`config.mk`:
```
export PLATFORM = sky130hd
export DESIGN_NAME = mem_port_arbiter
export DESIGN_NICKNAME = d
export VERILOG_FILES = /design/src/rtl/mem_port_arbiter_pkg.sv /design/src/rtl/mem_port_arbiter_owner_fifo.sv /design/src/rtl/mem_port_arbiter.sv
export SDC_FILE = /design/constraint.sdc
export NUM_CORES = 1
export LEC_CHECK = 0
export ABC_AREA = 1
export BUFFER_PORTS_ARGS = -buffer_cell sky130_fd_sc_hd__buf_2
export CAP_MARGIN = 25
export CORE_AREA = 2 2 108 110
export DETAILED_ROUTE_END_ITERATION = 10
export DIE_AREA = 0 0 110 112
export GPL_ROUTABILITY_DRIVEN = 0
export SLEW_MARGIN = 15
export SYNTH_ARGS = -nofsm -noshare
export SYNTH_HDL_FRONTEND = slang
export SYNTH_SLANG_ARGS = --single-unit
```
`constraint.sdc`:
```
create_clock -name clk -period 2.7 [get_ports clk]
set_clock_uncertainty 0.15 [all_clocks]
set_input_delay 0.54 -clock clk [delete_from_list [all_inputs] [get_ports clk]]
set_output_delay 0.54 -clock clk [all_outputs]
set_load 0.02 [all_outputs]
```
`src/rtl/mem_port_arbiter_pkg.sv`:
```
// Shared encodings for the memory port arbiter.
// Owner tags, FSM states and the owner FIFO entry layout.
package mem_port_arbiter_pkg;

   localparam logic OWNER_INST = 1'b0;
   localparam logic OWNER_DATA = 1'b1;

   localparam logic [0:0] ARB_IDLE = 1'b0;
   localparam logic [0:0] ARB_HOLD = 1'b1;

   localparam int FIFO_ENTRY_W = 2;

   typedef struct packed {
      logic owner;
      logic cancel;
   } owner_ent_t;

endpackage

```
`src/rtl/mem_port_arbiter_owner_fifo.sv`:
```
// Owner FIFO: one entry per accepted, unanswered transaction.
// Each entry records its requester and whether a flush voided it.
module arb_owner_fifo
   import mem_port_arbiter_pkg::*;
#(
   parameter int DEPTH = 4
) (
   input  logic       clk,
   input  logic       reset,
   input  logic       push_i,
   input  logic       push_owner_i,
   input  logic       pop_i,
   input  logic       cancel_inst_i,
   output logic       full_o,
   output logic       empty_o,
   output owner_ent_t head_o
);

   localparam int AW = $clog2(DEPTH);
   localparam logic [AW:0] CNT_FULL = (AW+1)'(DEPTH);

   owner_ent_t    ent_q [DEPTH];
   logic [AW-1:0] wr_ptr_q;
   logic [AW-1:0] rd_ptr_q;
   logic [AW:0]   cnt_q;
   logic [AW:0]   cnt_d;

   // Bulk-cancel fetch entries, then write the new tail entry.
   always_ff @(posedge clk) begin
      if (reset) begin
         for (int i = 0; i < DEPTH; i++) begin
            ent_q[i] <= '0;
         end
      end else begin
         for (int i = 0; i < DEPTH; i++) begin
            if (cancel_inst_i && ent_q[i].owner == OWNER_INST) begin
               ent_q[i].cancel <= 1'b1;
            end
         end
         if (push_i) begin
            ent_q[wr_ptr_q].owner  <= push_owner_i;
            ent_q[wr_ptr_q].cancel <= cancel_inst_i &&
                                      (push_owner_i == OWNER_INST);
         end
      end
   end

   // Occupancy: a push and a pop in one cycle leave it unchanged.
   always_comb begin
      cnt_d = cnt_q;
      if (push_i && !pop_i) begin
         cnt_d = cnt_q + (AW+1)'(1);
      end else if (!push_i && pop_i) begin
         cnt_d = cnt_q - (AW+1)'(1);
      end
   end

   // Circular pointers and count.
   always_ff @(posedge clk) begin
      if (reset) begin
         wr_ptr_q <= '0;
         rd_ptr_q <= '0;
         cnt_q    <= '0;
      end else begin
         if (push_i) wr_ptr_q <= wr_ptr_q + AW'(1);
         if (pop_i)  rd_ptr_q <= rd_ptr_q + AW'(1);
         cnt_q <= cnt_d;
      end
   end

   assign full_o  = (cnt_q == CNT_FULL);
   assign empty_o = (cnt_q == '0);
   assign head_o  = ent_q[rd_ptr_q];

endmodule

```
`src/rtl/mem_port_arbiter.sv`:
```
// Arbitrates the shared memory port between fetch and data sides.
// Responses return in order and are routed by the owner FIFO.
module mem_port_arbiter
   import mem_port_arbiter_pkg::*;
#(
   parameter int MAX_OUTST       = 4,
   parameter int DATA_STREAK_MAX = 3
) (
   input  logic        clk,
   input  logic        reset,
   input  logic        flush,
   input  logic        inst_req,
   input  logic [31:0] inst_addr,
   output logic        inst_addr_ok,
   output logic        inst_data_ok,
   output logic [31:0] inst_rdata,
   input  logic        data_req,
   input  logic        data_wr,
   input  logic [3:0]  data_wstrb,
   input  logic [31:0] data_addr,
   input  logic [31:0] data_wdata,
   output logic        data_addr_ok,
   output logic        data_data_ok,
   output logic [31:0] data_rdata,
   output logic        mem_req,
   output logic        mem_wr,
   output logic [3:0]  mem_wstrb,
   output logic [31:0] mem_addr,
   output logic [31:0] mem_wdata,
   input  logic        mem_addr_ok,
   input  logic        mem_data_ok,
   input  logic [31:0] mem_rdata
);

   localparam int SW = $clog2(DATA_STREAK_MAX + 1);
   localparam logic [SW-1:0] STREAK_MAX = SW'(DATA_STREAK_MAX);

   logic [0:0]    state_q;
   logic [0:0]    state_d;
   logic          owner_q;
   logic          owner_d;
   logic [SW-1:0] streak_q;
   logic [SW-1:0] streak_d;

   logic       win_own;
   logic       grant_v;
   logic       grant_own;
   logic       accept;
   logic       pop;
   logic       fifo_full;
   logic       fifo_empty;
   owner_ent_t fifo_head;

   // Pick a winner in IDLE; keep the latched owner while holding.
   always_comb begin
      win_own = OWNER_INST;
      if (data_req && !(inst_req && streak_q == STREAK_MAX)) begin
         win_own = OWNER_DATA;
      end
      grant_v   = 1'b0;
      grant_own = win_own;
      state_d   = state_q;
      owner_d   = owner_q;
      if (state_q == ARB_HOLD) begin
         grant_v   = 1'b1;
         grant_own = owner_q;
         if (mem_addr_ok) state_d = ARB_IDLE;
      end else begin
         grant_v = (inst_req || data_req) && !fifo_full;
         if (grant_v && !mem_addr_ok) begin
            state_d = ARB_HOLD;
            owner_d = win_own;
         end
      end
      if (reset) grant_v = 1'b0;
   end

   assign accept       = grant_v && mem_addr_ok;
   assign inst_addr_ok = accept && (grant_own == OWNER_INST);
   assign data_addr_ok = accept && (grant_own == OWNER_DATA);

   // Drive the shared port from the granted requester.
   always_comb begin
      mem_req   = grant_v;
      mem_wr    = 1'b0;
      mem_wstrb = '0;
      mem_addr  = '0;
      mem_wdata = '0;
      if (grant_v) begin
         if (grant_own == OWNER_DATA) begin
            mem_wr    = data_wr;
            mem_wstrb = data_wr ? data_wstrb : 4'h0;
            mem_addr  = data_addr;
            mem_wdata = data_wdata;
         end else begin
            mem_addr  = inst_addr;
         end
      end
   end

   // Count data wins while a fetch waits; any fetch win resets it.
   always_comb begin
      streak_d = streak_q;
      if (accept && grant_own == OWNER_DATA && inst_req) begin
         if (streak_q != STREAK_MAX) streak_d = streak_q + SW'(1);
      end else if ((accept && grant_own == OWNER_INST) || !inst_req) begin
         streak_d = '0;
      end
   end

   // FSM, held owner and streak registers.
   always_ff @(posedge clk) begin
      if (reset) begin
         state_q  <= ARB_IDLE;
         owner_q  <= OWNER_INST;
         streak_q <= '0;
      end else begin
         state_q  <= state_d;
         owner_q  <= owner_d;
         streak_q <= streak_d;
      end
   end

   assign pop = mem_data_ok && !fifo_empty && !reset;

   arb_owner_fifo #(
      .DEPTH(MAX_OUTST)
   ) u_fifo (
      .clk          (clk),
      .reset        (reset),
      .push_i       (accept),
      .push_owner_i (grant_own),
      .pop_i        (pop),
      .cancel_inst_i(flush),
      .full_o       (fifo_full),
      .empty_o      (fifo_empty),
      .head_o       (fifo_head)
   );

   assign data_data_ok = pop && (fifo_head.owner == OWNER_DATA);
   assign inst_data_ok = pop && (fifo_head.owner == OWNER_INST) &&
                         !fifo_head.cancel;
   assign data_rdata   = data_data_ok ? mem_rdata : 32'h0;
   assign inst_rdata   = inst_data_ok ? mem_rdata : 32'h0;

   // A response with nothing outstanding is a bridge protocol error.
   a_no_orphan_rsp: assert property (
      @(posedge clk) disable iff (reset) !(mem_data_ok && fifo_empty)
   );

endmodule

```
After elaboration in Yosys (flattened, before gate mapping). Memory sizes are Yosys's and may differ from the RTL's. A register that Yosys moved wholly into a read port is not among the register bits. Cells that the tools add are included.

Memories kept: 1. Output and inout port bits: 138. Bits in writable memories: 8. Flip-flop bits (word level): 11. Input bits: 140. Word-level logic and storage cells: 109.

Equality and inequality tests: 4. Reductions and logical operators: 36. Bitwise logic cells: 11. $add $sub $neg: 5. Multiplexer cells: 46.

Memory list: u_fifo.ent_q (depth 4, bits a word 2, rd ports 5, clocked after Yosys merged registers in 1, write ports 5, line mem_port_arbiter_owner_fifo.sv:22) `owner_ent_t ent_q [DEPTH];`.

Operators by type and width (number): two-way mux 32 bit (6); two-way mux 1 bit (30); logical AND 1 bit (20); two-way mux 4 bit (3); two-way mux 2 bit (5); zero test 1 bit (9); NOT 1 bit (7); adder 2 x 1 -> 2 bit (second input constant) (3); two-way mux 3 bit (2); bitwise OR 1 bit (4); AND reduction 2 bit (2); nonzero test 2 bit (2); adder 3 x 1 -> 3 bit (second input constant) (1); == test 3 bit (second input constant) (1); zero test 3 bit (1); subtractor 3 x 1 -> 3 bit (second input constant) (1); == test 2 bit (second input constant) (1); logical OR 1 bit (2); inequality test 2 x 1 -> 1 bit (second input constant) (1); inequality test 2 bit (second input constant) (1).

Logic depth before layout (Yosys ltp).
Depth in word-level cells: 11. Mapped depth: 14. Depth with buffers taken out: 14.

Cells and area by module. Synthesis repeated with hierarchy kept, for this count alone.

Cells, all modules: 445. Area total of the unflattened synthesis: 2423.6 um2.

Modules (own cells, without submodules): mem_port_arbiter (area an instance 1582.8 um2, sequential area each 80.1 um2, instances 1, cells each 343); arb_owner_fifo (area an instance 840.8 um2, sequential area each 390.4 um2, instances 1, cells each 102).

Worst setup path before layout. No wires, ideal clock.

Path type: input-to-output. Start point: input port inst_req. End point: output port mem_wstrb[0]. Setup slack: 0.308 ns. Path buffers: 0. Required time: 2.010 ns. Stages: 5. Data arrival time: 1.702 ns. Cells stage by stage: or2_1 -> nand2_2 -> a21oi_1 -> nand3_1 -> nor2_1.

Elaborated cells on any way between the ends: 11. Classes of those cells: mux: 6; reduce/logical: 5.

RTL lines: from (decl) (line mem_port_arbiter.sv:12) `input logic inst_req,`; logical OR 1 bit (line mem_port_arbiter.sv:69) `grant_v = (inst_req || data_req) && !fifo_full;`; logical AND 1 bit (line mem_port_arbiter.sv:69); two-way mux 1 bit (line mem_port_arbiter.sv:64) `if (state_q == ARB_HOLD) begin`; two-way mux 1 bit (line mem_port_arbiter.sv:75) `if (reset) grant_v = 1'b0;`; via mem_req (line mem_port_arbiter.sv:25) `output logic mem_req,`; two-way mux 4 bit (line mem_port_arbiter.sv:89) `if (grant_v) begin`; to (decl) (line mem_port_arbiter.sv:27) `output logic [3:0] mem_wstrb,`.

The timed path passes the listed nets, and every way through them passes these cells.

Final worst setup path.
Start point: register streak_q[0]. End point: output port mem_addr[18].

Word-level cells in the longest chain between the ends: 8.

Ends and longest elaborated chain: from (decl) (line mem_port_arbiter.sv:42) `logic [SW-1:0] streak_q;`; from (signal assigned) (line mem_port_arbiter.sv:120) `streak_q <= streak_d;`; == test 2 bit (line mem_port_arbiter.sv:57) `if (data_req && !(inst_req && streak_q == STREAK_MAX)) begin`; logical AND 1 bit (line mem_port_arbiter.sv:57); zero test 1 bit (line mem_port_arbiter.sv:57); logical AND 1 bit (line mem_port_arbiter.sv:57); two-way mux 1 bit (line mem_port_arbiter.sv:57); two-way mux 1 bit (line mem_port_arbiter.sv:64); two-way mux 32 bit (line mem_port_arbiter.sv:90) `if (grant_own == OWNER_DATA) begin`; two-way mux 32 bit (line mem_port_arbiter.sv:89); to (decl) (line mem_port_arbiter.sv:28) `output logic [31:0] mem_addr,`.

Every way passes these cells.

==> flow_metrics.env <==
export IMPL_postLayoutCoreUtil_pct=36.73
export IMPL_rsz0062_at_grt="no"
export IMPL_yosys_warnings=0
export IMPL_path_cells="ha_1 > nand2_1 > nand3_1 > nand2_2 > buf_12 > nor2_1 > nor2_1 > o21ai_0 > inv_1 > buf_2"
export IMPL_use_met2_pct=24.17
export IMPL_status="finished, final reports clean"
export IMPL_syn_to_final_growth_pct=62.46
export IMPL_multi_input_area_um2=1519
export IMPL_ios=278
export IMPL_ys_seq_area_share_pct=18.62
export IMPL_syn_avg_cell_area_um2=5.409
export IMPL_drv_slew=0
export IMPL_slowest_delay_ns=0.32
export IMPL_ir_worst_vdd_mv=0.2480
export IMPL_required_ns=2.01
export IMPL_clkSinkCount=21
export IMPL_synth_top_family_by_area="simple AND/OR/NAND/NOR gates"
export IMPL_cts_buffers_inserted=3
export IMPL_drc=0
export IMPL_synth_xor_area_share_pct=0.3467
export IMPL_htree_levels=1
export IMPL_antenna_cells=0
export IMPL_cts_path_max_buffers=2
export IMPL_viasPerCell=3.983
export IMPL_power_switching_uw=691.3
export IMPL_top_usage_layer="met2"
export IMPL_internal_power_uw=871.5
export IMPL_fmax_mhz=397.4
export IMPL_routedWlPerCell_um=10.50
export IMPL_pwr_share_seq_pct=24.7
export IMPL_fill_cells=1264
export IMPL_coreArea_um2=11170
export IMPL_clk_latency_ns=0.25
export IMPL_finalCritPeriodShare_pct=93.20
export IMPL_critPathArrivalTime_ns=1.83
export IMPL_dieArea_um2=12320
export IMPL_port_buffers=277
export IMPL_finalCriticalPeriod_ns=2.516
export IMPL_tns_ns=0
export IMPL_synthSimpleGateAreaFrac_pct=43.83
export IMPL_grt_pass1_wl_um=13680
export IMPL_finalHoldViolCount=0
export IMPL_ys_types=30
export IMPL_end_kind="output port"
export IMPL_rr_startpoint="u_fifo.cnt_q[1]"
export IMPL_synth_fp_nets=614
export IMPL_p_per_area_nw_per_um2=380.8
export IMPL_synth_compound_area_share_pct=12.18
export IMPL_start_kind="register"
export IMPL_worst_path_max_fanout=48
export IMPL_seqCellArea_um2=471.7
export IMPL_post_cts_buffers=0
export IMPL_cts_tree="done"
export IMPL_nNetsFinal=879
export IMPL_timing_critical_path_from="streak_q[0]"
export IMPL_cts_root_buf="clkbuf_16"
export IMPL_crit_type="reg2out"
export IMPL_synth_fa_ha_area_share_pct=3.764
export IMPL_relSlewSlack_pct=81.53
export IMPL_grt_usage_pct=13.62
export IMPL_holdCritPathClass="reg2reg"
export IMPL_antenna_found_initial=1
export IMPL_syn_instance_count=467
export IMPL_swShare_pct=44.23
export IMPL_vias=3481
export IMPL_grt_pass1_vias=2940
export IMPL_hpwlAfterDp_um=7554
export IMPL_antenna_left=0
export IMPL_die_h_um=112
export IMPL_cts_resized=0
export IMPL_holdBufCountCts=0
export IMPL_drt_first_iter_violations=181
export IMPL_first_pass_iters=4
export IMPL_die_width_um=110
export IMPL_p_leak_uw=0.002784
export IMPL_timing_max_cap_violations=0
export IMPL_power_frac_clock_pct=20.2
export IMPL_synth_mux_area_fraction_pct=0
export IMPL_use_met1_pct=16.40
export IMPL_grt_max_degree=66
export IMPL_r2r_cells=14
export IMPL_initial_core_util_pct=22.61
export IMPL_worstHoldStart="u_fifo.rd_ptr_q[1]"
export IMPL_setup_viol=0
export IMPL_ys_ff_latch=21
export IMPL_combPwrFrac_pct=55.1
export IMPL_placementRows=39
export IMPL_crit_slowest_cell="dfxtp_1"
export IMPL_whs_path_depth=2
export IMPL_syn_area_um2=2526
export IMPL_drive_above_1_share_pct=42.82
export IMPL_grt_ovfl_total=0
export IMPL_crit_top_cell="nor2_1"
export IMPL_path_clk_slew_ns=0.06
export IMPL_grt_use_met3_pct=3.923
export IMPL_wl_um=9180
export IMPL_worstMarginPinSlew_ns=0.2771
[cell type report]
type | instances | share of cell area, %
clock inverters | 1 | 0.1220
well taps | 143 | 4.360
flip-flops and latches | 21 | 11.49
repair buffers | 285 | 36.34
inverters | 93 | 8.841
clock buffers | 3 | 1.829
multi-input cells | 328 | 37.01
[kinds of logic after synthesis]
logic type,count (synthesis)
DFF,21
xor gates and xnor gates,1
adders and majority gates,7
and+or+nand+nor,262
buffers and inverters,118
AOI/OAI and AO/OA,58
[placed cells by master, fill, tap and decap left out, types with 4 or more instances in the layout]
cell type,n
nand3_1,6
o21ai_1,6
ha_1,6
o21ai_0,33
a21oi_1,12
buf_2,277
edfxtp_1,5
nand2_1,60
nand2_2,4
nor2_4,10
o22ai_1,4
inv_1,89
nor2_1,174
dfxtp_1,15
[path summary, 6_finish.rpt]
| kind | end | slack, ns |
|---|---|---|
| worst min register to register | register | 0.33 |
| worst min-delay path | register | 0.33 |
| worst max register to register | u_fifo.cnt_q[2] | 0.50 |
| worst max-delay path | mem_addr[18] | 0.18 |
[cells in the mapped netlist]
| library cell | n | area (um2) |
|---|---|---|
| nor2_1 | 174 | 653.1 |
| inv_1 | 89 | 334.1 |
| nand2_1 | 60 | 225.2 |
| o21ai_0 | 33 | 165.2 |
| dfxtp_1 | 16 | 320.3 |
| a21oi_1 | 12 | 60.06 |
| buf_2 | 12 | 60.06 |
| nor2_4 | 10 | 112.6 |
| buf_6 | 6 | 67.56 |
| ha_1 | 6 | 75.07 |
| nand3_1 | 6 | 30.03 |
| o21ai_1 | 6 | 30.03 |
| clkbuf_1 | 5 | 18.77 |
| edfxtp_1 | 5 | 150.1 |
| nand2_2 | 4 | 25.02 |
| o22ai_1 | 4 | 25.02 |
| inv_2 | 3 | 11.26 |
| nor3_1 | 3 | 15.01 |
| or2_1 | 2 | 12.51 |
| a21oi_2 | 1 | 8.760 |
| a32o_1 | 1 | 10.01 |
| buf_12 | 1 | 20.02 |
| buf_4 | 1 | 7.510 |
| bufinv_8 | 1 | 17.52 |
| fa_1 | 1 | 20.02 |
| nand3_2 | 1 | 10.01 |
| nand3_4 | 1 | 17.52 |
| nand4_1 | 1 | 6.260 |
| o21ai_2 | 1 | 8.760 |
| xor2_1 | 1 | 8.760 |
[power groups by stage]
stage	logic, uW	clock network (uW)	registers, uW
floorplan	579	0	385
global route	968	337	391
detailed placement	867	0	391
finish	862	315	386
global placement	865	0	391
CTS	871	323	384
[state kept, by name (all words and copies together), names as in the netlist, named ones only]
name             flops
u_fifo.wr_ptr_q      2
state_q              1
streak_q             2
u_fifo.cnt_q         3
u_fifo.rd_ptr_q      2
u_fifo.ent_q         8
owner_q              1
[critical path, delay by kind of cell, from the launching register on]
family                   cells  cell delay (ns)
AO/OA/AOI/OAI                1             0.09
adder cells (fa/ha/maj)      1             0.21
buffers and inverters        3             0.43
flip-flops                   1             0.32
AND/OR/NAND/NOR              5             0.49
[metrics by stage]
step	power [uW]	instances	setup WS, ns	hold WS, ns	instance area [um2]
6_report	1563	874	0.1836	0.3267	4104
5_1_grt	1697	874	0.01715	0.3494	4104
4_1_cts	1578	874	0.09257	0.3222	4095
3_5_place_dp	1258	870	0.09047	0.3050	4015
3_3_place_gp	1257	870	0.1349	0.3177	4015
2_1_floorplan	964.3	467	0.3082	0.2864	2526
[metal layers]
layer | vias to the layer above | wire (um)
met1 | 1421 | 3771
met4 | 2 | 63
met2 | 146 | 4438
met5 | - | 13
met3 | 8 | 893
li1 | 1904 | -
Power figures use the tool's default switching activity.
